### src/rtl/lot_ticket_sender.sv
// lot_ticket_sender
//   Transmit side of the lottery digit interface. One 5-digit BCD ticket is
//   accepted per start request. Its digits go to the checker one at a time
//   on num/insere. The sender then pulses fim, captures the checker's premio
//   and pulses fim_jogo to rearm the checker. Saturating tallies count the
//   tickets sent and the prizes won.
//
//   Handshake: start is a level request and is looked at only while idle.
//   Once accepted, the ticket is copied internally, so later changes on the
//   ticket input have no effect. The sender does not wait on the checker.
//   The checker must present premio_in during the cycle after the fim
//   strobe. The sender samples it at the end of that cycle.
//
// Ports
//   clk        in   clock, rising edge
//   reset      in   asynchronous, active-high
//   start      in   request to send ticket (sampled only when idle)
//   ticket     in   4*NDIG BCD digits, digit 0 (sent first) in the top nibble
//   busy       out  high whenever not idle
//   num        out  digit presented to the checker
//   insere     out  one-cycle strobe, num valid
//   fim        out  one-cycle end-of-entry strobe
//   fim_jogo   out  one-cycle checker rearm strobe
//   premio_in  in   prize code from checker (01 p1, 10 p2, 00/11 none)
//   result     out  captured prize of the last ticket
//   done       out  one-cycle completion strobe
//   bad_digit  out  one-cycle strobe alongside done for a rejected ticket
//   n_tickets  out  valid tickets completed (saturating)
//   n_p1       out  prize-1 count (saturating)
//   n_p2       out  prize-2 count (saturating)
module lot_ticket_sender #(
  parameter int NDIG  = 5,
  parameter int GAP   = 1,
  parameter int CNT_W = 5
) (
  input  logic              clk,
  input  logic              reset,
  input  logic              start,
  input  logic [4*NDIG-1:0] ticket,
  output logic              busy,
  output logic [3:0]        num,
  output logic              insere,
  output logic              fim,
  output logic              fim_jogo,
  input  logic [1:0]        premio_in,
  output logic [1:0]        result,
  output logic              done,
  output logic              bad_digit,
  output logic [CNT_W-1:0]  n_tickets,
  output logic [CNT_W-1:0]  n_p1,
  output logic [CNT_W-1:0]  n_p2
);

  localparam int IDX_W = (NDIG > 1) ? $clog2(NDIG) : 1;
  localparam int GAP_W = (GAP > 1) ? $clog2(GAP) : 1;
  localparam logic [IDX_W-1:0] LAST_IDX = IDX_W'(NDIG - 1);
  // The gap counter counts down to zero, so GAP idle cycles need GAP-1 loaded.
  localparam logic [GAP_W-1:0] GAP_LOAD = GAP_W'((GAP > 0) ? GAP - 1 : 0);

  typedef enum logic [2:0] {
    S_IDLE = 3'd0,
    S_SEND = 3'd1,
    S_GAPW = 3'd2,
    S_FIM  = 3'd3,
    S_HOLD = 3'd4,
    S_CLR  = 3'd5,
    S_REJ  = 3'd6
  } state_t;

  state_t            state, state_d;
  logic [4*NDIG-1:0] tkt_q, tkt_d;
  logic [IDX_W-1:0]  idx_q, idx_d;
  logic [GAP_W-1:0]  gap_q, gap_d;
  logic              ticket_bad;

  // Next values of the registered outputs
  logic              busy_d, insere_d, fim_d, fim_jogo_d, done_d, bad_d;
  logic [3:0]        num_d;
  logic [1:0]        result_d, premio_s;
  logic [CNT_W-1:0]  n_tickets_d, n_p1_d, n_p2_d;
  logic [4*NDIG-1:0] tkt_sh;

  // Any nibble above 9 makes the whole ticket invalid.
  always_comb begin
    ticket_bad = 1'b0;
    for (int i = 0; i < NDIG; i++) begin
      if (ticket[4*i +: 4] > 4'd9) ticket_bad = 1'b1;
    end
  end

  // State and working registers
  always_ff @(posedge clk or posedge reset) begin
    if (reset) begin
      state <= S_IDLE;
      tkt_q <= '0;
      idx_q <= '0;
      gap_q <= '0;
    end else begin
      state <= state_d;
      tkt_q <= tkt_d;
      idx_q <= idx_d;
      gap_q <= gap_d;
    end
  end

  // Next-state logic
  always_comb begin
    state_d = state;
    tkt_d   = tkt_q;
    idx_d   = idx_q;
    gap_d   = gap_q;
    case (state)
      S_IDLE: begin
        if (start) begin
          tkt_d   = ticket;
          idx_d   = '0;
          state_d = ticket_bad ? S_REJ : S_SEND;
        end
      end
      S_SEND: begin
        if (GAP > 0) begin
          state_d = S_GAPW;
          gap_d   = GAP_LOAD;
        end else if (idx_q == LAST_IDX) begin
          state_d = S_FIM;
        end else begin
          idx_d   = idx_q + IDX_W'(1);
          state_d = S_SEND;
        end
      end
      S_GAPW: begin
        if (gap_q != '0) begin
          gap_d = gap_q - GAP_W'(1);
        end else if (idx_q == LAST_IDX) begin
          state_d = S_FIM;
        end else begin
          idx_d   = idx_q + IDX_W'(1);
          state_d = S_SEND;
        end
      end
      S_FIM:   state_d = S_HOLD;
      S_HOLD:  state_d = S_CLR;
      S_CLR:   state_d = S_IDLE;
      S_REJ:   state_d = S_IDLE;
      default: state_d = S_IDLE;
    endcase
  end

  // Output logic: outputs are registered, so their next values are
  // decoded from the state being entered.
  always_comb begin
    busy_d      = (state_d != S_IDLE);
    insere_d    = (state_d == S_SEND);
    fim_d       = (state_d == S_FIM);
    fim_jogo_d  = (state_d == S_CLR);
    done_d      = (state_d == S_CLR) || (state_d == S_REJ);
    bad_d       = (state_d == S_REJ);
    num_d       = num;
    result_d    = result;
    n_tickets_d = n_tickets;
    n_p1_d      = n_p1;
    n_p2_d      = n_p2;
    premio_s    = (premio_in == 2'b11) ? 2'b00 : premio_in;
    tkt_sh      = tkt_d >> (4 * (NDIG - 1 - int'(idx_d)));

    // num changes only when a new digit is sent and holds through the gap.
    if (state_d == S_SEND) num_d = tkt_sh[3:0];

    if (state_d == S_REJ) result_d = 2'b00;

    // The prize is captured at the end of HOLD. The tallies are updated on
    // the same edge, so they read their new values in the cycle that
    // shows done.
    if (state == S_HOLD && state_d == S_CLR) begin
      result_d = premio_s;
      if (n_tickets != '1) n_tickets_d = n_tickets + CNT_W'(1);
      if (premio_s == 2'b01 && n_p1 != '1) n_p1_d = n_p1 + CNT_W'(1);
      if (premio_s == 2'b10 && n_p2 != '1) n_p2_d = n_p2 + CNT_W'(1);
    end
  end

  // Output registers
  always_ff @(posedge clk or posedge reset) begin
    if (reset) begin
      busy      <= 1'b0;
      insere    <= 1'b0;
      fim       <= 1'b0;
      fim_jogo  <= 1'b0;
      done      <= 1'b0;
      bad_digit <= 1'b0;
      num       <= 4'd0;
      result    <= 2'b00;
      n_tickets <= '0;
      n_p1      <= '0;
      n_p2      <= '0;
    end else begin
      busy      <= busy_d;
      insere    <= insere_d;
      fim       <= fim_d;
      fim_jogo  <= fim_jogo_d;
      done      <= done_d;
      bad_digit <= bad_d;
      num       <= num_d;
      result    <= result_d;
      n_tickets <= n_tickets_d;
      n_p1      <= n_p1_d;
      n_p2      <= n_p2_d;
    end
  end

endmodule

### config.mk
export PLATFORM = sky130hd
export DESIGN_NAME = lot_ticket_sender
export DESIGN_NICKNAME = d
export VERILOG_FILES = /design/src/rtl/lot_ticket_sender.sv
export SDC_FILE = /design/constraint.sdc
export NUM_CORES = 1
export LEC_CHECK = 0
export CAP_MARGIN = 10
export CORE_ASPECT_RATIO = 1.25
export CORE_UTILIZATION = 30
export DETAILED_ROUTE_END_ITERATION = 10
export PLACE_DENSITY_LB_ADDON = 0.3
export REMOVE_ABC_BUFFERS = 1
export SLEW_MARGIN = 20
export SYNTH_ARGS = -nofsm -noshare
export SYNTH_HDL_FRONTEND = slang
export SYNTH_SLANG_ARGS = --single-unit
export TNS_END_PERCENT = 30
### constraint.sdc
create_clock -name clk -period 4.3 [get_ports clk]
set_input_delay 0.645 -clock clk [delete_from_list [all_inputs] [get_ports clk]]
set_output_delay 0.645 -clock clk [all_outputs]
set_load 0.05 [all_outputs]
# After elaboration in Yosys (flattened, before gate mapping)
# Index checks and enable logic that the tools add are counted.
# op_classes
n_addsub	6
n_mul	0
div	0
order_cmp	5
eq_ne	15
shifts	1
n_mux	21
bitwise	0
reduce_logical	11
# ops
operator	count
$mux 20	2
$shr 20x32->4	1
$gt 4x4->1 const B	5
$mux 3	6
$add 5x1->5 const B	3
$ne 5x5->1 const B	3
$pmux 3 s5	1
$eq 3x3->1 const B	4
$eq 3x2->1 const B	3
$mux 2	4
$eq 3x1->1 const B	2
$mux 1	6
$pmux 3 s2	1
$reduce_and 2->1	3
$eq 2x2->1 const B	2
$reduce_bool 2->1	2
$sub 3x3->4 const A	1
$add 3x1->3 const B	1
$logic_and 1x1->1	3
$logic_not 3->1	1
$reduce_bool 3->1	1
$eq 2x1->1 const B	1
$pmux 1 s2	1
$logic_or 1x1->1	1
$sub 1x1->1 const B	1
# totals
ff_bits	54
latch_bits	0
ramBits	0
rom_bits	0
input_bits	25
output_inout_bits	27
mem_count	0

# Depth between registers and ports, before layout
# Gate-level depths: netlist of run 1.
# depth
depth_word	12
mapped_depth	11
mapped_depth_nobuf	10

# Least setup slack after synthesis of run 1
# Ideal clock, no wire load.
# synth_timing
path_type	register to register
start	reg idx_q[0]
end	reg num[2]
setup_ps	126
t_arrival_ps	2660
path_slack_ps	1514
path_stages_with_launch	10
path_cell_list	dfrtp_1 inv_1 ha_1 and2_1 buf_2 o311ai_4 inv_2 ha_1 mux4_2 a221o_1
# synth_between
elab_chain_len	6
word_cells_on_any_way	12
cone_classes	add/sub: 2; eq/ne: 2; shift: 1; mux: 7
# synth_lines
element	line	rtl
start: declaration	72	logic [IDX_W-1:0] idx_q, idx_d;
start signal: assignment	101	idx_q <= idx_d;
$add 3x1->3 / $eq 3x3->1 (equally long branches)	137, 134	
$mux 3	134	end else if (idx_q == LAST_IDX) begin
$mux 3	132	if (gap_q != '0) begin
$pmux 3 s2 (*)	112	case (state)
net idx_d[0]	72	
$sub 3x3->4 (*)	164	tkt_sh = tkt_d >> (4 * (NDIG - 1 - int'(idx_d)));
$shr 20x32->4 (*)	164	
end signal: assignment	203	num <= num_d;
end: declaration	41	output logic [3:0] num,
# Mark *: on every way through the listed nets, which the timed path passes. The rest lies on a longest branch.
# A chain may end at the register's enable or synchronous reset.

# Final worst setup path of run 1
# Ends and elaborated chain as after synthesis.

==> impl_results.md, run 1 <==
* Run status: complete, but fails checks
* Failing checks: DRC
* Setup repair after global routing missed its margin: no
* Worst IR Drop VDD at 0.0002658 V
* Clock buffer count from CTS at 5
* Post-synth top area share at 0.5282
* Longest individual stage delay on the worst path at 0.55 ns
* Pin count of the biggest net entering global routing at 46
* Via count of the routed design at 1634
* Number of cells upsized or downsized after cts at 0
* Final period demand of the worst path at 3.030 ns
* Slew HR at 0.5683
* I/O pin cnt at 52
* DRC violations left at 12
* GPL Wtd Cong at 0.7573
* Routed length per placed instance at 14.20 um
* TNS Setup at 0 ns
* Part of the total power dissipated in the clock network at 0.142
* Clock latency of the later-clocked register in the worst-skew pair at 0.30 ns
* Layout net count at 278
* Worst-case clock skew at 0.002790 ns
* Post-synthesis cell count at 189
* Number of hold violations in the final report at 0
* Worst min-delay path category: reg2reg
* Maximum number of buffers from clock root to sink at 2
* CTS tree: yes
* Total internal power at 1.452 mW
* Number of buffers added to fix hold violations after cts at 0
* Die extent in y at 104.3 um
* Post CTS Setup Buffer Count at 0
* Actual slew at the worst max-slew pin at 0.6426 ns
* Routed wire length at 4828 um
* Sw Ratio at 0.4120
* Clk pin slew, worst setup/hold paths at 0.09 ns
* Switching power summed over all nets at 1.017 mW
* Cell at the slowest stage of the critical path: mux4_2
* GRT Overall Usage at 0.1213
* Most frequent cell after synthesis: dfrtp_1
* Portion of total power attributed to sequential cells at 0.353
* Number of rows in the core area at 36
* Total power after layout at 2.469 mW
* Cell area after placement at 3108 um^2
* Final-layout fill cell count at 748
* Synth top cells by count: dfrtp_1, mux2_2, ha_1, nand2_1, and2_1
* Achievable Freq at 330.1 MHz
* Total half-perimeter wirelength after legalization and detailed placement at 3592 um
* Endpoint arrival time on the critical path at 3.23 ns
* Cell types occupying the most area after synthesis: dfrtp_1, mux2_2, ha_1
* Max-Cap Viols at 0
* Worst setup SP type: register
* Initial antenna violation count at 0
* Core ar. at 7973 um^2
* Fraction of synthesis flops using an asynchronous set or reset pin at 1.000
* Initial DRT Pass Iterations at 7
* CTS Sinks at 53
* Critical Path Most Common Cell: ha_1
* Count of endpoints failing setup in the final report at 0
* Number of DRC markers after the initial detailed-route iteration at 77
* Leak pwr at 1.391 nW
* Count of cell types in the netlist at 42
* Worst Path Required at 4.50 ns
* Sequential cell area fraction in the yosys report at 0.5282
* Ordered list of cells on the worst path: inv_1, ha_1, and2_1, o311ai_4, inv_2, ha_1, mux4_2, a221o_1
* Post-Route Utilization at 0.4044
* Pwr dens at 765.7 nW/um^2
* # port buffers at 51
* #FFs+latches synth at 53
* Via count of the first global-routing pass at 1648
* Total count of max-transition violations in the final report at 0
* Residual overflow from global routing at 0
* Synth Warn # at 0
* Largest area contributor in the synthesized netlist: dfrtp_1
* Antenna Violating Nets Remaining at 0
* Setup crit end kind: register
* Post-synthesis average cell area at 13.29 um^2
* Initial standard-cell utilization of the core at 0.3150
* Maximum fanout along the worst path at 6
* Worst setup path class: reg2reg
* Relative area change from synthesis to final layout at 28.40%
* CTS Root Buffer Type: clkbuf_8
* Post-Syn Area at 2511 um^2
* Area of the die at 8743 um^2
* CTS H-tree depth at 2
* Predominant post-synthesis flop cell: dfrtp_1
* Die W at 83.83 um
* Fraction of layout cells with a size suffix above 1 at 0.2000
* Ratio of routed vias to standard cells at 4.806
* Period utilisation layout at 0.7046
* Design area at 3224 um^2
* Post-synth EDFFs at 0
* Global-route wire length before repair at 8452 um
* Antenna diode count at 0
* Relative contribution of combinational cells to total power at 0.505
==> layer usage <==
metal / up-vias / track usage / routed length [um]
met5: - / 0 / 0
met4: 0 / 0.04310 / 65
met3: 9 / 0.02937 / 266
met2: 51 / 0.1891 / 2249
met1: 786 / 0.1636 / 2246
li1: 788 / - / -
==> sequential cells by signal (all words and copies together) (netlist names) <==
signal	cells
state	3
num	4
bad_digit	1
idx_q	3
n_p1	5
insere	1
fim_jogo	1
busy	1
tkt_q	20
done	1
result	2
n_tickets	5
n_p2	5
fim	1
==> final timing paths <==
check / endpoint / cells after the start / slack [ns] / startpoint
worst max-delay path: num[2] / 8 / 1.27 / idx_q[0]
worst min-delay path: n_tickets[3] / 1 / 0.49 / n_tickets[3]
worst max register to register: num[2] / 8 / 1.27 / idx_q[0]
worst min register to register: n_tickets[3] / 1 / 0.49 / n_tickets[3]
max in group asynchronous: idx_q[2] / 3 / 2.94 / reset
min in group asynchronous: n_p1[3] / 2 / 0.55 / reset
==> power groups by stage <==
stage	registers, mW	logic, mW	clock network, mW
floorplan	1.18	0.591	0
global placement	0.880	1.24	0
detailed placement	0.885	1.26	0
CTS	0.875	1.26	0.365
global route	0.909	1.35	0.385
finish	0.872	1.25	0.350
==> kinds of logic (layout without fill, tap and decap cells) <==
kind of cell,Yosys count,count (layout),synth area share
AO/OA/AOI/OAI,26,26,0.09019
XOR/XNOR,9,9,0.03139
adder cells (fa/ha/maj),9,9,0.04484
buffers and inverters,13,69,0.03238
flip-flops,53,53,0.5282
multiplexers,31,31,0.1594
AND/OR/NAND/NOR,48,48,0.1136
==> cell usage in the layout (no fill, tap or decap), types with 3 or more instances in the layout <==
cell,count
and2_1,7
buf_4,3
ha_1,9
inv_1,5
o21ai_0,5
clkbuf_8,6
a211oi_1,3
a21oi_1,4
nand4_1,3
nor2_1,6
and3_1,3
xor2_1,3
nor3_1,4
nand2_1,9
dfrtp_1,53
mux2_2,26
a221o_1,4
xnor2_1,6
nand2b_1,3
clkdlybuf4s50_1,51
==> cell type report <==
| type | count | area (um^2) | share of cell area |
|---|---|---|---|
| Tap cell | 95 | 118.9 | 0.03686 |
| Clock inverter | 1 | 30.03 | 0.009313 |
| Sequential cell | 53 | 1326 | 0.4113 |
| Inverter | 7 | 26.28 | 0.008149 |
| Timing Repair Buffer | 54 | 533.0 | 0.1653 |
| Clock buffer | 7 | 86.33 | 0.02678 |
| Multi-Input combinational cell | 123 | 1104 | 0.3423 |
==> metrics by stage <==
| stage | instances | hold slack [ns] | worst slack, ns |
|---|---|---|---|
| CTS | 340 | 0.4955 | 1.245 |
| global route | 340 | 0.5227 | 1.071 |
| detailed placement | 332 | 0.4822 | 1.077 |
| finish | 340 | 0.4862 | 1.270 |
| global placement | 332 | 0.4748 | 1.182 |
| floorplan | 183 | 0.4660 | 1.361 |
==> critical path: cells and delay by family (launching register included) <==
kind / cells / cell delay, ns
buf+inv: 2 / 0.17
mux: 1 / 0.55
compound gates: 2 / 0.81
simple gates: 1 / 0.22
flops: 1 / 0.48
fa+ha+maj: 2 / 0.68
(Power assumes the default switching activity.)
==> inputs of run 2 (changes only) <==
- clock period: 4.3 -> 3.2 ns (I/O delays scaled with it)
==> run 2 against run 1 <==
- non-clock buffer count is 2 higher
- hold slack improved by 0.0074 ns
- critical endpoint unchanged
- sequential share of layout area about the same
- the run still ends with DRC left
- routed wire length rose by 0.17%
- combinational power is 35% higher
- global-route usage fell by 0.053 points
- die area is the same
==> impl_results.md, run 2 (synthesis gave the netlist of run 1 again) <==
* Run status: complete, but fails checks
* Failing checks: DRC
* CTS Sinks at 53
* Worst setup SP type: register
* Highest-count cells in the layout ignoring fill and taps: dfrtp_1, clkdlybuf4s50_1, mux2_2
* GRT Overall Usage at 0.1208
* Setup repair after global routing missed its margin: no
* Ratio of routed vias to standard cells at 4.763
* Fraction of layout cells with a size suffix above 1 at 0.2105
* CTS tree: yes
* I/O pin cnt at 52
* Via count of the first global-routing pass at 1720
* Actual slew at the worst max-slew pin at 0.6620 ns
* Residual overflow from global routing at 0
* Design area at 3221 um^2
* Die extent in y at 104.3 um
* Core ar. at 7973 um^2
* Total count of max-transition violations in the final report at 0
* Via count of the routed design at 1629
* Worst min-delay path category: reg2reg
* Most common cell after layout, fill and taps aside: dfrtp_1
* Number of hold violations in the final report at 0
* Initial DRT Pass Iterations at 7
* # port buffers at 51
* Part of the total power dissipated in the clock network at 0.126
* Routed length per placed instance at 14.14 um
* Max FFs per register at 20
* Routed wire length at 4836 um
* Endpoint arrival time on the critical path at 2.98 ns
* Final period demand of the worst path at 2.779 ns
* Setup slack at placement at 0.2338 ns
* Antenna diode count at 0
* Count of endpoints failing setup in the final report at 0
* CTS H-tree depth at 2
* Minimum hold slack at 0.4936 ns
* Achievable Freq at 359.8 MHz
* Antenna Violating Nets Remaining at 0
* Relative area change from synthesis to final layout at 28.25%
* Maximum number of buffers from clock root to sink at 2
* Number of buffers added to fix hold violations after cts at 0
* Worst IR Drop VDD at 0.0004094 V
* Max-Cap Viols at 0
* Period utilisation layout at 0.8685
* Post CTS Setup Buffer Count at 0
* Slew HR at 0.5587
* Clock latency of the later-clocked register in the worst-skew pair at 0.32 ns
* TNS Setup at 0 ns
* Total internal power at 1.875 mW
* Reg with most FFs: tkt_q
* Number of DRC markers after the initial detailed-route iteration at 76
* Area of the die at 8743 um^2
* Maximum fanout along the worst path at 6
* Global-route wire length before repair at 8473 um
* Pwr dens at 1015 nW/um^2
* Total half-perimeter wirelength after legalization and detailed placement at 3636 um
* Relative contribution of combinational cells to total power at 0.516
* Worst setup path class: reg2reg
* Initial standard-cell utilization of the core at 0.3150
* Cell area after placement at 3123 um^2
* CTS Root Buffer Type: clkbuf_8
* Pin count of the biggest net entering global routing at 54
* Clock buffer count from CTS at 5
* Setup crit end kind: register
* Worst-case clock skew at 0.01209 ns
* Switching power summed over all nets at 1.395 mW
* Layout net count at 280
* DRC violations left at 11
* Leak pwr at 1.392 nW
* GPL Wtd Cong at 0.7410
* Number of cells upsized or downsized after cts at 0
* Clk pin slew, worst setup/hold paths at 0.10 ns
* Portion of total power attributed to sequential cells at 0.359
* Sw Ratio at 0.4266
* Worst Path Required at 3.40 ns
* Post-Route Utilization at 0.4040
* Worst-case setup margin in the final layout at 0.4209 ns
* Die W at 83.83 um
* Initial antenna violation count at 0
* Number of rows in the core area at 36
run 2: final timing paths:
path                               from           end  slack [ns]  cells past startpoint
max                            idx_q[0]        num[2]        0.42                      9
min                        n_tickets[3]  n_tickets[3]        0.49                      1
max reg2reg                    idx_q[0]        num[2]        0.42                      9
min reg2reg                n_tickets[3]  n_tickets[3]        0.49                      1
max in group asynchronous         reset      idx_q[2]        2.10                      3
min in group asynchronous         reset     result[0]        0.66                      3
run 2: power groups by stage:
stage                     sequential, mW  combinational [mW]  clock, mW
after global routing                1.22                1.82      0.451
after global placement              1.18                1.68          0
final                               1.17                1.69      0.411
after detailed placement            1.19                1.71          0
after floorplan                     1.58               0.793          0
after CTS                           1.18                1.71      0.427
run 2: worst max-delay path, stage by stage (launching register included):
cell,delay (ns)
dfrtp_1,0.47
inv_1,0.09
ha_1,0.15
and2_1,0.30
nand3_1,0.17
o311ai_4,0.14
inv_2,0.08
ha_1,0.44
mux4_2,0.53
a221o_1,0.30
run 2: area by class of cell:
class | count | area, um^2
tap | 95 | 118.9
inverter | 7 | 26.28
clock buffer | 5 | 68.82
multi-input combinational | 123 | 1104
timing repair buffer | 56 | 548.0
clock inverter | 3 | 28.78
sequential | 53 | 1326
fill | 755 | 4752
run 2: per-stage QoR:
| step | instances | power [mW] |
|---|---|---|
| 2_1_floorplan | 183 | 2.378 |
| 6_report | 342 | 3.270 |
| 5_1_grt | 342 | 3.492 |
| 3_5_place_dp | 334 | 2.900 |
| 4_1_cts | 342 | 3.314 |
| 3_3_place_gp | 334 | 2.862 |
run 2: layer usage:
layer	part of all wire	track usage
met1	0.46	0.1584
met5	0	0
met4	0.011	0.03325
met3	0.047	0.02778
met2	0.48	0.1991
==> inputs of run 3 (changes only) <==
- CTS_CLUSTER_DIAMETER: not set -> 200
- SLEW_MARGIN: 20 -> not set
==> results of run 3 <==
Same layout as run 2: the final DEF is identical, and so are final timing and power.
